==> src/rtl/mmu_feeder_nxn.sv <==
// Operand feeder / result serialiser for an NxN output-stationary systolic MMU.
// Latency: start -> first skewed operands next cycle; results stream 2N-1+DRAIN+1 cycles after start.
// Backpressure: host_ready stalls the stream with valid/data held; a full result buffer parks the feed FSM in WAIT.
// Optional build macro MMU_FEEDER_OVERLAP_EN lets a new job feed while the previous one streams out.
module mmu_feeder_nxn #(
    parameter int N     = 2,
    parameter int DW    = 8,
    parameter int DRAIN = 2
) (
    input  logic                clk,
    input  logic                rst,
    input  logic                start,
    output logic                start_ready,
    output logic                busy,
    output logic                done,
    input  logic [N*N*DW-1:0]   input_flat,
    input  logic [N*N*DW-1:0]   weight_flat,
    input  logic [N*N*DW-1:0]   c_flat,
    output logic                clear,
    output logic [N*DW-1:0]     a_data,
    output logic [N*DW-1:0]     b_data,
    output logic                host_valid,
    input  logic                host_ready,
    output logic [DW-1:0]       host_outdata,
    output logic                host_last
);

    localparam int NN  = N * N;
    localparam int TW  = $clog2(2 * N);
    localparam int IW  = $clog2(NN + 1);
    localparam int DCW = (DRAIN > 1) ? $clog2(DRAIN) : 1;

    localparam logic [TW-1:0]  T_LAST = TW'(2 * N - 2);
    localparam logic [DCW-1:0] D_LAST = DCW'(DRAIN - 1);
    localparam logic [IW-1:0]  I_LAST = IW'(NN - 1);

    typedef enum logic [1:0] {F_IDLE, F_FEED, F_DRAIN, F_WAIT} fstate_t;
    typedef enum logic       {O_IDLE, O_OUT} ostate_t;

    fstate_t              fstate;
    ostate_t              ostate;
    logic [NN*DW-1:0]     op_a;
    logic [NN*DW-1:0]     op_b;
    logic [NN*DW-1:0]     res_buf;
    logic [TW-1:0]        tcnt;
    logic [DCW-1:0]       dcnt;
    logic [IW-1:0]        idx;

    logic                 start_ok;
    logic                 xfer;
    logic                 buf_free;
    logic                 capture;

    // Row i of A enters the array delayed by i cycles: a[i] = A[i][t-i].
    function automatic logic [N*DW-1:0] skew_a(input logic [NN*DW-1:0] m, input int t);
        logic [N*DW-1:0] r;
        r = '0;
        for (int i = 0; i < N; i++) begin
            if ((t - i) >= 0 && (t - i) < N)
                r[i*DW +: DW] = m[(i*N + (t - i))*DW +: DW];
        end
        return r;
    endfunction

    // Column j of B enters the array delayed by j cycles: b[j] = B[t-j][j].
    function automatic logic [N*DW-1:0] skew_b(input logic [NN*DW-1:0] m, input int t);
        logic [N*DW-1:0] r;
        r = '0;
        for (int j = 0; j < N; j++) begin
            if ((t - j) >= 0 && (t - j) < N)
                r[j*DW +: DW] = m[((t - j)*N + j)*DW +: DW];
        end
        return r;
    endfunction

`ifdef MMU_FEEDER_OVERLAP_EN
    assign start_ready = (fstate == F_IDLE);
`else
    assign start_ready = (fstate == F_IDLE) && (ostate == O_IDLE);
`endif

    assign busy     = (fstate != F_IDLE) || (ostate != O_IDLE);
    assign start_ok = start && start_ready;
    assign xfer     = (ostate == O_OUT) && host_valid && host_ready;
    // Buffer counts as free on the very edge its last element leaves, so a
    // waiting job can capture back-to-back with no bubble.
    assign buf_free = (ostate == O_IDLE) || (xfer && (idx == I_LAST));
    assign capture  = (((fstate == F_DRAIN) && (dcnt == D_LAST)) || (fstate == F_WAIT)) && buf_free;

    // Feed FSM: latch operands, drive skewed operands, drain, then hand results to the buffer.
    always_ff @(posedge clk or posedge rst) begin
        if (rst) begin
            fstate <= F_IDLE;
            tcnt   <= '0;
            dcnt   <= '0;
            op_a   <= '0;
            op_b   <= '0;
            a_data <= '0;
            b_data <= '0;
            clear  <= 1'b1;
        end else begin
            case (fstate)
                F_IDLE: begin
                    if (start_ok) begin
                        // Operands come straight from the ports this edge so FEED t=0
                        // is already on a_data/b_data in the first FEED cycle.
                        op_a   <= input_flat;
                        op_b   <= weight_flat;
                        a_data <= skew_a(input_flat, 0);
                        b_data <= skew_b(weight_flat, 0);
                        clear  <= 1'b0;
                        tcnt   <= '0;
                        fstate <= F_FEED;
                    end
                end
                F_FEED: begin
                    if (tcnt == T_LAST) begin
                        a_data <= '0;
                        b_data <= '0;
                        dcnt   <= '0;
                        fstate <= F_DRAIN;
                    end else begin
                        tcnt   <= tcnt + 1'b1;
                        a_data <= skew_a(op_a, int'(tcnt) + 1);
                        b_data <= skew_b(op_b, int'(tcnt) + 1);
                    end
                end
                F_DRAIN: begin
                    if (dcnt == D_LAST) begin
                        if (buf_free) begin
                            clear  <= 1'b1;
                            fstate <= F_IDLE;
                        end else begin
                            fstate <= F_WAIT;
                        end
                    end else begin
                        dcnt <= dcnt + 1'b1;
                    end
                end
                F_WAIT: begin
                    // Accumulators hold (clear low, zero operands) until the buffer frees.
                    if (buf_free) begin
                        clear  <= 1'b1;
                        fstate <= F_IDLE;
                    end
                end
                default: fstate <= F_IDLE;
            endcase
        end
    end

    // Output FSM: snapshot results and stream them row-major under valid/ready.
    always_ff @(posedge clk or posedge rst) begin
        if (rst) begin
            ostate       <= O_IDLE;
            idx          <= '0;
            res_buf      <= '0;
            host_valid   <= 1'b0;
            host_outdata <= '0;
            host_last    <= 1'b0;
            done         <= 1'b0;
        end else begin
            done <= 1'b0;
            if (xfer && (idx == I_LAST)) begin
                ostate     <= O_IDLE;
                host_valid <= 1'b0;
                host_last  <= 1'b0;
                done       <= 1'b1;
            end else if (xfer) begin
                idx          <= idx + 1'b1;
                host_outdata <= res_buf[(int'(idx) + 1)*DW +: DW];
                host_last    <= ((idx + 1'b1) == I_LAST);
            end
            // A capture on the same edge as the final transfer starts the next stream.
            if (capture) begin
                res_buf      <= c_flat;
                ostate       <= O_OUT;
                idx          <= '0;
                host_valid   <= 1'b1;
                host_outdata <= c_flat[DW-1:0];
                host_last    <= 1'b0;
            end
        end
    end

endmodule

==> config.mk <==
export PLATFORM = sky130hd
export DESIGN_NAME = mmu_feeder_nxn
export DESIGN_NICKNAME = d
export VERILOG_FILES = /design/src/rtl/mmu_feeder_nxn.sv
export SDC_FILE = /design/constraint.sdc
export NUM_CORES = 1
export LEC_CHECK = 0
export ABC_AREA = 1
export CAP_MARGIN = 20
export CORE_MARGIN = 2
export CORE_UTILIZATION = 40
export CTS_CLUSTER_DIAMETER = 60
export DETAILED_ROUTE_END_ITERATION = 8
export HOLD_SLACK_MARGIN = 0.06
export PLACE_DENSITY = 0.66
export SLEW_MARGIN = 20
export SYNTH_ARGS = -nofsm -noshare
export SYNTH_HDL_FRONTEND = slang
export SYNTH_SLANG_ARGS = --single-unit
==> constraint.sdc <==
create_clock -name clk -period 10.3 [get_ports clk]
set_input_delay 2.06 -clock clk [delete_from_list [all_inputs] [get_ports clk]]
set_output_delay 2.06 -clock clk [all_outputs]
set_load 0.02 [all_outputs]
==> impl_metrics.ini, run 1 <==
[worst_setup_path]
crit_type = primary input to register
critPathCaptureType = register
cpMostUsedCell = nand2_1
r2r_cells = 7
r2r_slack_ns = 7.71
arrival_ns = 4.60
worstPathMaxFanout = 99
max_stage_delay_ns = 0.71
critPathTopFamily = buffers and inverters
cp_slowest_cell = buf_4
r2r-end = res_buf[22]
required_ns = 10.65
startpoint_type = primary input
critPathBufInv = 3
path_cells = clkdlybuf4s50_1, nand3_4, buf_4, nand2_2, inv_2, nand2_1, nand2_1
worstReg2RegStart = idx[0]

[drt]
drt_iter0_drc = 328
viasPerCell = 4.85
vias = 5062
ant_nets = 0
wire_per_inst_microns = 14.0
drt-total-wl_microns = 14600
drc = 0
drt_first_pass_iters = 5

[synthesis]
synth_area_leaders = dfrtp_1 (54%), nand2_1 (15%), inv_1 (5.3%)
synth.distinct_cells = 21
postSynthNetCount = 820
yosys.area.top_type = dfrtp_1
synth_cells = 715
ys_seq_elements = 124
synth_top_area_share_pct = 54.5
yosysWarnings = 0
yosysSeqAreaShare_pct = 55.0
netlist_area_sq_um = 5650
syn_area_per_cell_sq_um = 7.90

[timing]
finalMaxSlewViolations = 0
fmax_mhz = 235
worst_clock_skew_ns = 0.00906
hold_violations = 0
tightest_slew_ns = 0.913
setup_tns_ns = 0
setup_violations = 0
hold_ws_ns = 0.472
fin_crit_sh_pct = 41.2
min_period_ns = 4.25
setup_ws_ns = 6.05
rsz0062_at_grt = false
maxSlewHeadroom_pct = 39.2

[min_path]
hold_start = b_data[9]
min_path_type = register to register
hold_end = b_data[9]
hold_depth = 2

[floorplanning]
rows = 43
fp.coreArea_sq_um = 13800
io_pins = 146
fp.dieW_microns = 123
dieArea_sq_um = 15100
dieHeight_microns = 123
start_util_pct = 40.9

[global_routing]
grt_overflow = 0
grt_pass1_wl_microns = 23700
grt_max_degree = 100
antenna_found_initial = 0
first_global_vias = 4977
groute.usage.overall_pct = 20.4

[power_and_ir_drop]
ir_worst_vdd_uv = 139
power-per-cell-area_nw_per_um2 = 323
cellLeakagePower_nw = 3.91

[final_layout]
layout_common_cells = nand2_1 (227), clkdlybuf4s50_1 (145), dfrtp_1 (123)
final_cells = 1044
final_common_cell = nand2_1
fillers = 1239
areaGrowthSynthToFinish_pct = 39.9
drive_gt1_share_pct = 5.21
multi_input_area_sq_um = 2070
fin_util_pct = 57.2
seq_area_sq_um = 3100
antenna-diode-count = 0
final_nets = 956

[place]
place_ws_ns = 5.63
hpwl_microns = 9980
io_buffers = 145
gp_congestion = 0.843
placed_cells = 1012

[clock_tree]
root_buffer = clkbuf_16
htreeDepth = 4
cts_resized = 0
cts_setup_buffers = 0
clk_pin_slew_ns = 0.05
cts.sinks = 124
cts_hold_buf = 0
clk_latency_ns = 0.42
cts_made_buffers = 17
cts_tree = yes
cts.path.max_buffers = 2

[job]
maxCapViolCount = 0

[run_status]
status = finished, final reports clean
[power breakdown]
part / switching (mW) / internal, mW / leakage [nW]
registers: 0.111 / 0.702 / 1.45
clock network: 0.216 / 0.496 / 0.350
logic: 0.640 / 0.388 / 2.11
[cell families (layout without fill, tap and decap cells)]
kind of cell / after synthesis / after routing / share of synthesized area [%]
AND/OR/NAND/NOR: 368 / 368 / 26.1
flip-flops: 124 / 124 / 55.0
buffers and inverters: 116 / 265 / 8.46
AO/OA/AOI/OAI: 102 / 102 / 9.41
adder cells (fa/ha/maj): 5 / 5 / 1.11
[how the worst max path moves through the flow]
| stage | start | end | cells after the start |
|---|---|---|---|
| global placement | start | a_data[0] | 7 |
| floorplan | rst | a_data[0] | 1 |
| global route | start | a_data[2] | 7 |
| finish | start | b_data[8] | 7 |
| detailed placement | start | a_data[2] | 7 |
| CTS | start | a_data[2] | 7 |
[Yosys cell counts]
cell      count
o22ai_1      17
buf_2        13
clkbuf_1     11
inv_1        80
clkinv_1      3
o21ai_0      36
ha_1          5
inv_2         3
nand3_1      54
buf_6         1
dfstp_2       1
nor2_2        2
o21ai_1       5
nand2_2       3
a21oi_1      44
nand4_1       2
nand3_2       1
nand2_1     227
nor2_1       79
buf_4         5
dfrtp_1     123
[layer usage]
metal | part of all wire, % | track usage [%] | up-vias
li1 | - | - | 2518
met1 | 44 | 25.5 | 2364
met2 | 47 | 33.0 | 163
met3 | 7.5 | 6.83 | 17
met4 | 1.6 | 7.40 | 0
met5 | 0 | 0 | -
[worst register-to-register path: cells and delay by family, from the launching register on]
kind | cells | cell delay (ns)
AO/OA/AOI/OAI | 1 | 0.20
AND/OR/NAND/NOR | 3 | 0.53
adder cells (fa/ha/maj) | 2 | 0.48
buffers and inverters | 1 | 0.61
flip-flops | 1 | 0.64
[stage by stage]
step / power (mW) / area, sq um
after floorplan: 1.49 / 5650
after global placement: 1.81 / 7200
after detailed placement: 1.84 / 7200
after CTS: 2.56 / 7900
after global routing: 2.75 / 7910
final: 2.55 / 7910
[flip-flops by register name, indices dropped and copies added (netlist names), 2 cells and up]
signal,flops
op_a,24
op_b,24
res_buf,24
a_data,16
b_data,16
host_outdata,8
idx,3
fstate,2
tcnt,2
[area by class of cell]
| class | count | share of cell area, % |
|---|---|---|
| timing repair buffer | 147 | 18.6 |
| multi-input combinational | 475 | 26.2 |
| clock buffer | 20 | 5.90 |
| inverter | 86 | 4.12 |
| tap | 180 | 2.85 |
| sequential | 124 | 39.3 |
| clock inverter | 12 | 3.02 |
Note: power is estimated with default switching activity, not from simulation.
==> run 2: changes to the inputs <==
==> constraint.sdc (replaced) <==
create_clock -name clk -period 4.3 [get_ports clk]
set_input_delay 0.86 -clock clk [delete_from_list [all_inputs] [get_ports clk]]
set_output_delay 0.86 -clock clk [all_outputs]
set_load 0.02 [all_outputs]
==> run 2 against run 1 <==
Die area did not move. Combinational power rose by 140%. Non-clock buffer count did not move.
==> impl_metrics.ini, run 2 (synthesis results as in run 1) <==
[worst_setup_path]
max_stage_delay_ns = 0.63
path_cells = nor2_2, nand2_1, clkinv_1, clkdlybuf4s50_1
required_ns = 3.44
arrival_ns = 2.05
critPathBufInv = 2
crit_type = register to primary output
critPathTopFamily = buffers and inverters
r2r_slack_ns = 1.79
startpoint_type = register
cp_slowest_cell = clkdlybuf4s50_1
worstPathMaxFanout = 9
critPathCaptureType = primary output

[timing]
setup_tns_ns = 0
setup_violations = 0
hold_violations = 0
min_period_ns = 2.91
fmax_mhz = 344
worst_clock_skew_ns = 0.0112
setup_ws_ns = 1.39
maxSlewHeadroom_pct = 41.6
tightest_slew_ns = 0.875
fin_crit_sh_pct = 67.7
finalMaxSlewViolations = 0
rsz0062_at_grt = false

[global_routing]
antenna_found_initial = 0
grt_max_degree = 81
grt_overflow = 0
grt_pass1_wl_microns = 23700
groute.usage.overall_pct = 20.3
first_global_vias = 4943

[clock_tree]
cts_resized = 0
cts_hold_buf = 0
htreeDepth = 4
cts_made_buffers = 17
root_buffer = clkbuf_16
cts.sinks = 124
cts_setup_buffers = 0
clk_latency_ns = 0.42
clk_pin_slew_ns = 0.05
cts.path.max_buffers = 2
cts_tree = yes

[place]
gp_congestion = 0.874
place_ws_ns = 1.32
placed_cells = 1012
io_buffers = 145
hpwl_microns = 10100

[final_layout]
final_common_cell = nand2_1
fillers = 1264
antenna-diode-count = 0
drive_gt1_share_pct = 4.63
layout_common_cells = nand2_1 (227), clkdlybuf4s50_1 (145), dfrtp_1 (123)
final_nets = 956
final_cells = 1043
areaGrowthSynthToFinish_pct = 37.5
reg_top3 = op_a: 24 flops, op_b: 24 flops, res_buf: 24 flops

[drt]
vias = 5039
drc = 0
drt_iter0_drc = 398
ant_nets = 0
wire_per_inst_microns = 14.0
drt_first_pass_iters = 5
drt-total-wl_microns = 14600
viasPerCell = 4.83

[job]
maxCapViolCount = 0

[power_and_ir_drop]
power-per-cell-area_nw_per_um2 = 745
cellLeakagePower_nw = 3.84
ir_worst_vdd_uv = 306
power_mw = 5.78

[floorplanning]
dieHeight_microns = 123
rows = 43
start_util_pct = 40.9
fp.coreArea_sq_um = 13800
io_pins = 146
dieArea_sq_um = 15100
fp.dieW_microns = 123

[min_path]
min_path_type = register to register

[run_status]
status = finished, final reports clean
==> run 2: cell types whose count changed in the layout (fill, tap and decap cells not counted), sizes merged <==
cell | previous run | this run
clkinvlp | 0 | 1
bufinv | 7 | 2
clkbuf | 20 | 23
==> run 2: tightest hold or removal path, stage by stage, from the launching register on <==
cell	delay, ns
dfrtp_1	0.34
nand2_1	0.05
nand2_1	0.04
==> run 2: per-stage QoR <==
| step | hold slack [ns] | util, % | instance area (sq um) |
|---|---|---|---|
| 2_1_floorplan | 0.449 | - | 5650 |
| 3_3_place_gp | 0.454 | 52.1 | 7210 |
| 3_5_place_dp | 0.459 | 52.1 | 7210 |
| 4_1_cts | 0.472 | 56.2 | 7770 |
| 5_1_grt | 0.486 | 56.2 | 7770 |
| 6_report | 0.465 | 56.2 | 7770 |
==> run 2: path summary, 6_finish.rpt <==
check	start	end	cells after the start
min	a_data[9]	a_data[9]	2
max	fstate[1]	start_ready	4
max reg2reg	idx[0]	res_buf[12]	8
max in group asynchronous	rst	op_b[24]	3
min reg2reg	a_data[9]	a_data[9]	2
min in group asynchronous	rst	b_data[12]	2
==> run 2: area by class of cell <==
type / count / area, sq um / area share [%]
tap: 180 / 225 / 2.90
inverter: 86 / 325 / 4.19
clock inverter: 8 / 92.6 / 1.19
timing repair buffer: 147 / 1480 / 19.0
multi-input combinational: 475 / 2070 / 26.7
sequential: 124 / 3100 / 40.0
clock buffer: 23 / 468 / 6.02
==> run 2: report_power, final <==
part           switching, mW  total [mW]  internal, mW  leakage (nW)
sequential             0.261        1.94          1.68          1.45
clock                  0.487        1.36         0.873         0.277
combinational           1.55        2.48         0.932          2.11
==> run 2: metal layers <==
metal | vias to the layer above | global-route usage (%) | wire (microns)
li1 | 2509 | - | -
met1 | 2358 | 26.9 | 6680
met2 | 155 | 32.7 | 6840
met3 | 17 | 4.93 | 890
met4 | 0 | 6.90 | 201
met5 | - | 0 | 0
==> run 3: changes to the inputs <==
--- a/config.mk
+++ b/config.mk
@@ -12,7 +12,7 @@
 export CTS_CLUSTER_DIAMETER = 60
 export DETAILED_ROUTE_END_ITERATION = 8
 export HOLD_SLACK_MARGIN = 0.06
-export PLACE_DENSITY = 0.66
+export PLACE_DENSITY = 0.68
 export SLEW_MARGIN = 20
 export SYNTH_ARGS = -nofsm -noshare
 export SYNTH_HDL_FRONTEND = slang
==> constraint.sdc (replaced) <==
create_clock -name clk -period 2.6 [get_ports clk]
set_input_delay 0.52 -clock clk [delete_from_list [all_inputs] [get_ports clk]]
set_output_delay 0.52 -clock clk [all_outputs]
set_load 0.02 [all_outputs]
==> run 3 against run 2 <==
Combinational power rose by 71%. Clock power rose by 90%. Sequential share of layout area fell by 0.96 points. Die area did not move. Non-clock buffer count rose by 10. Critical path depth fell by 1. Clock skew fell by 0.0057 ns. Hold slack barely moved. Critical path type unchanged. Critical endpoint is now busy. Largest cell class unchanged. Largest power group unchanged. Highest routed layer unchanged.
==> impl_metrics.ini, run 3 (synthesis results as in run 1) <==
[worst_setup_path]
max_stage_delay_ns = 0.56
critPathCaptureType = primary output
worstPathMaxFanout = 7
critPathTopFamily = buffers and inverters
cp_slowest_cell = clkdlybuf4s50_1
path_cells = nor2_2, nand2_1, clkdlybuf4s50_1
startpoint_type = register
critPathBufInv = 1
required_ns = 2.08
crit_type = register to primary output
arrival_ns = 1.77

[floorplanning]
fp.dieW_microns = 123
rows = 43
start_util_pct = 40.9
fp.coreArea_sq_um = 13800
dieArea_sq_um = 15100
io_pins = 146
dieHeight_microns = 123

[final_layout]
multi_input_area_sq_um = 2070
reg_top3 = op_a: 24 flops, op_b: 24 flops, res_buf: 24 flops
layout_common_cells = nand2_1 (227), clkdlybuf4s50_1 (144), dfrtp_1 (123)
final_common_cell = nand2_1
fillers = 1269
drive_gt1_share_pct = 6.29
antenna-diode-count = 0
areaGrowthSynthToFinish_pct = 40.9
final_nets = 966
seq_area_sq_um = 3100

[power_and_ir_drop]
ir_worst_vdd_uv = 502
power_mw = 10.0
power.clock.fraction_pct = 25.9
p_int_mw = 6.13
p_seq_share_pct = 31.7
power-per-cell-area_nw_per_um2 = 1260
cellLeakagePower_nw = 3.94
switching_power_mw = 3.87
p_sw_share_pct = 38.7
p_comb_share_pct = 42.4

[drt]
ant_nets = 0
vias = 4960
wire_per_inst_microns = 13.6
drt_first_pass_iters = 4
drt_iter0_drc = 312
drc = 0
viasPerCell = 4.71
drt-total-wl_microns = 14400

[global_routing]
grt_overflow = 0
groute.usage.overall_pct = 20.3
antenna_found_initial = 1
grt_max_degree = 125
grt_pass1_wl_microns = 23500
first_global_vias = 4843

[timing]
worst_clock_skew_ns = 0.00545
setup_violations = 0
fin_crit_sh_pct = 88.0
fmax_mhz = 437
finalMaxSlewViolations = 0
maxSlewHeadroom_pct = 55.1
tightest_slew_ns = 0.673
setup_tns_ns = 0
rsz0062_at_grt = false
hold_violations = 0
min_period_ns = 2.29

[clock_tree]
cts_tree = yes
clk_latency_ns = 0.42
clk_pin_slew_ns = 0.06
cts_hold_buf = 0
htreeDepth = 4
cts.path.max_buffers = 2
cts.sinks = 124
cts_made_buffers = 17
root_buffer = clkbuf_16
cts_setup_buffers = 0

[place]
hpwl_microns = 9660
io_buffers = 145
gp_congestion = 0.802

[job]
maxCapViolCount = 0

[min_path]
min_path_type = register to register

[run_status]
status = finished, final reports clean
## run 3: cell types whose count changed in the layout (fill, tap and decap cells not counted)
cell | previous run | this run
clkinv_4 | 0 | 4
clkbuf_8 | 2 | 0
inv_4 | 1 | 0
buf_12 | 1 | 3
dlymetal6s2s_1 | 0 | 1
clkinvlp_4 | 1 | 4
bufinv_16 | 2 | 5
clkdlybuf4s50_1 | 145 | 144
buf_4 | 1 | 9
clkinv_2 | 5 | 3
clkbuf_1 | 4 | 0
## run 3: cell type report
cell class / instances / share of cell area, %
clock buffer: 17 / 5.34
clock inverter: 15 / 2.80
inverter: 86 / 4.10
multi-input combinational: 475 / 26.1
sequential: 124 / 39.0
tap: 180 / 2.83
timing repair buffer: 157 / 19.9
## run 3: path summary, 6_finish.rpt
kind                                  from     endpoint  slack (ns)  cells past startpoint
worst max-delay path             fstate[1]         busy        0.31                      3
worst min register to register  b_data[15]   b_data[15]        0.46                      2
worst min-delay path            b_data[15]   b_data[15]        0.46                      2
worst max register to register     tcnt[0]   a_data[11]        0.53                      7
max in group asynchronous              rst         done        1.45                      3
min in group asynchronous              rst  res_buf[10]        0.65                      3
## run 3: worst reg2reg max path: stages, from the launching register on
cell	delay [ns]
dfrtp_1	0.57
inv_1	0.11
ha_1	0.32
inv_1	0.10
nand2_1	0.41
o22ai_1	0.32
nand2_1	0.10
nand2_1	0.08
## run 3: per-stage QoR
stage	hold WS, ns	area, sq um	setup WS (ns)	utilization, %	cells
floorplan	0.449	5650	0.556	-	715
global placement	0.454	7310	0.530	52.9	1022
detailed placement	0.457	7310	0.492	52.9	1022
CTS	0.471	7960	0.0392	57.6	1054
global route	0.483	7960	0.228	57.6	1054
finish	0.465	7960	0.312	57.6	1054
## run 3: what timing repair did
action	in CTS	in global routing
resized for setup	0	1
setup endpoints to repair	0	1
endpoints found under the hold margin	0	0
## run 3: power by group through the flow
stage                     registers (mW)  logic, mW  clock network (mW)
after floorplan                     3.46       2.44                   0
after global placement              3.18       4.20                   0
after detailed placement            3.20       4.26                   0
after CTS                           3.18       4.29                2.63
after global routing                3.26       4.81                2.71
final                               3.17       4.24                2.59
## run 3: per-layer routing
| metal | wire length [microns] | track usage, % | part of all wire [%] | up-vias |
|---|---|---|---|---|
| met2 | 6440 | 30.9 | 45 | 140 |
| met3 | 904 | 5.90 | 6.3 | 25 |
| met1 | 6710 | 27.1 | 47 | 2263 |
| met5 | 0 | 0 | 0 | - |
| li1 | - | - | - | 2532 |
| met4 | 319 | 8.12 | 2.2 | 0 |
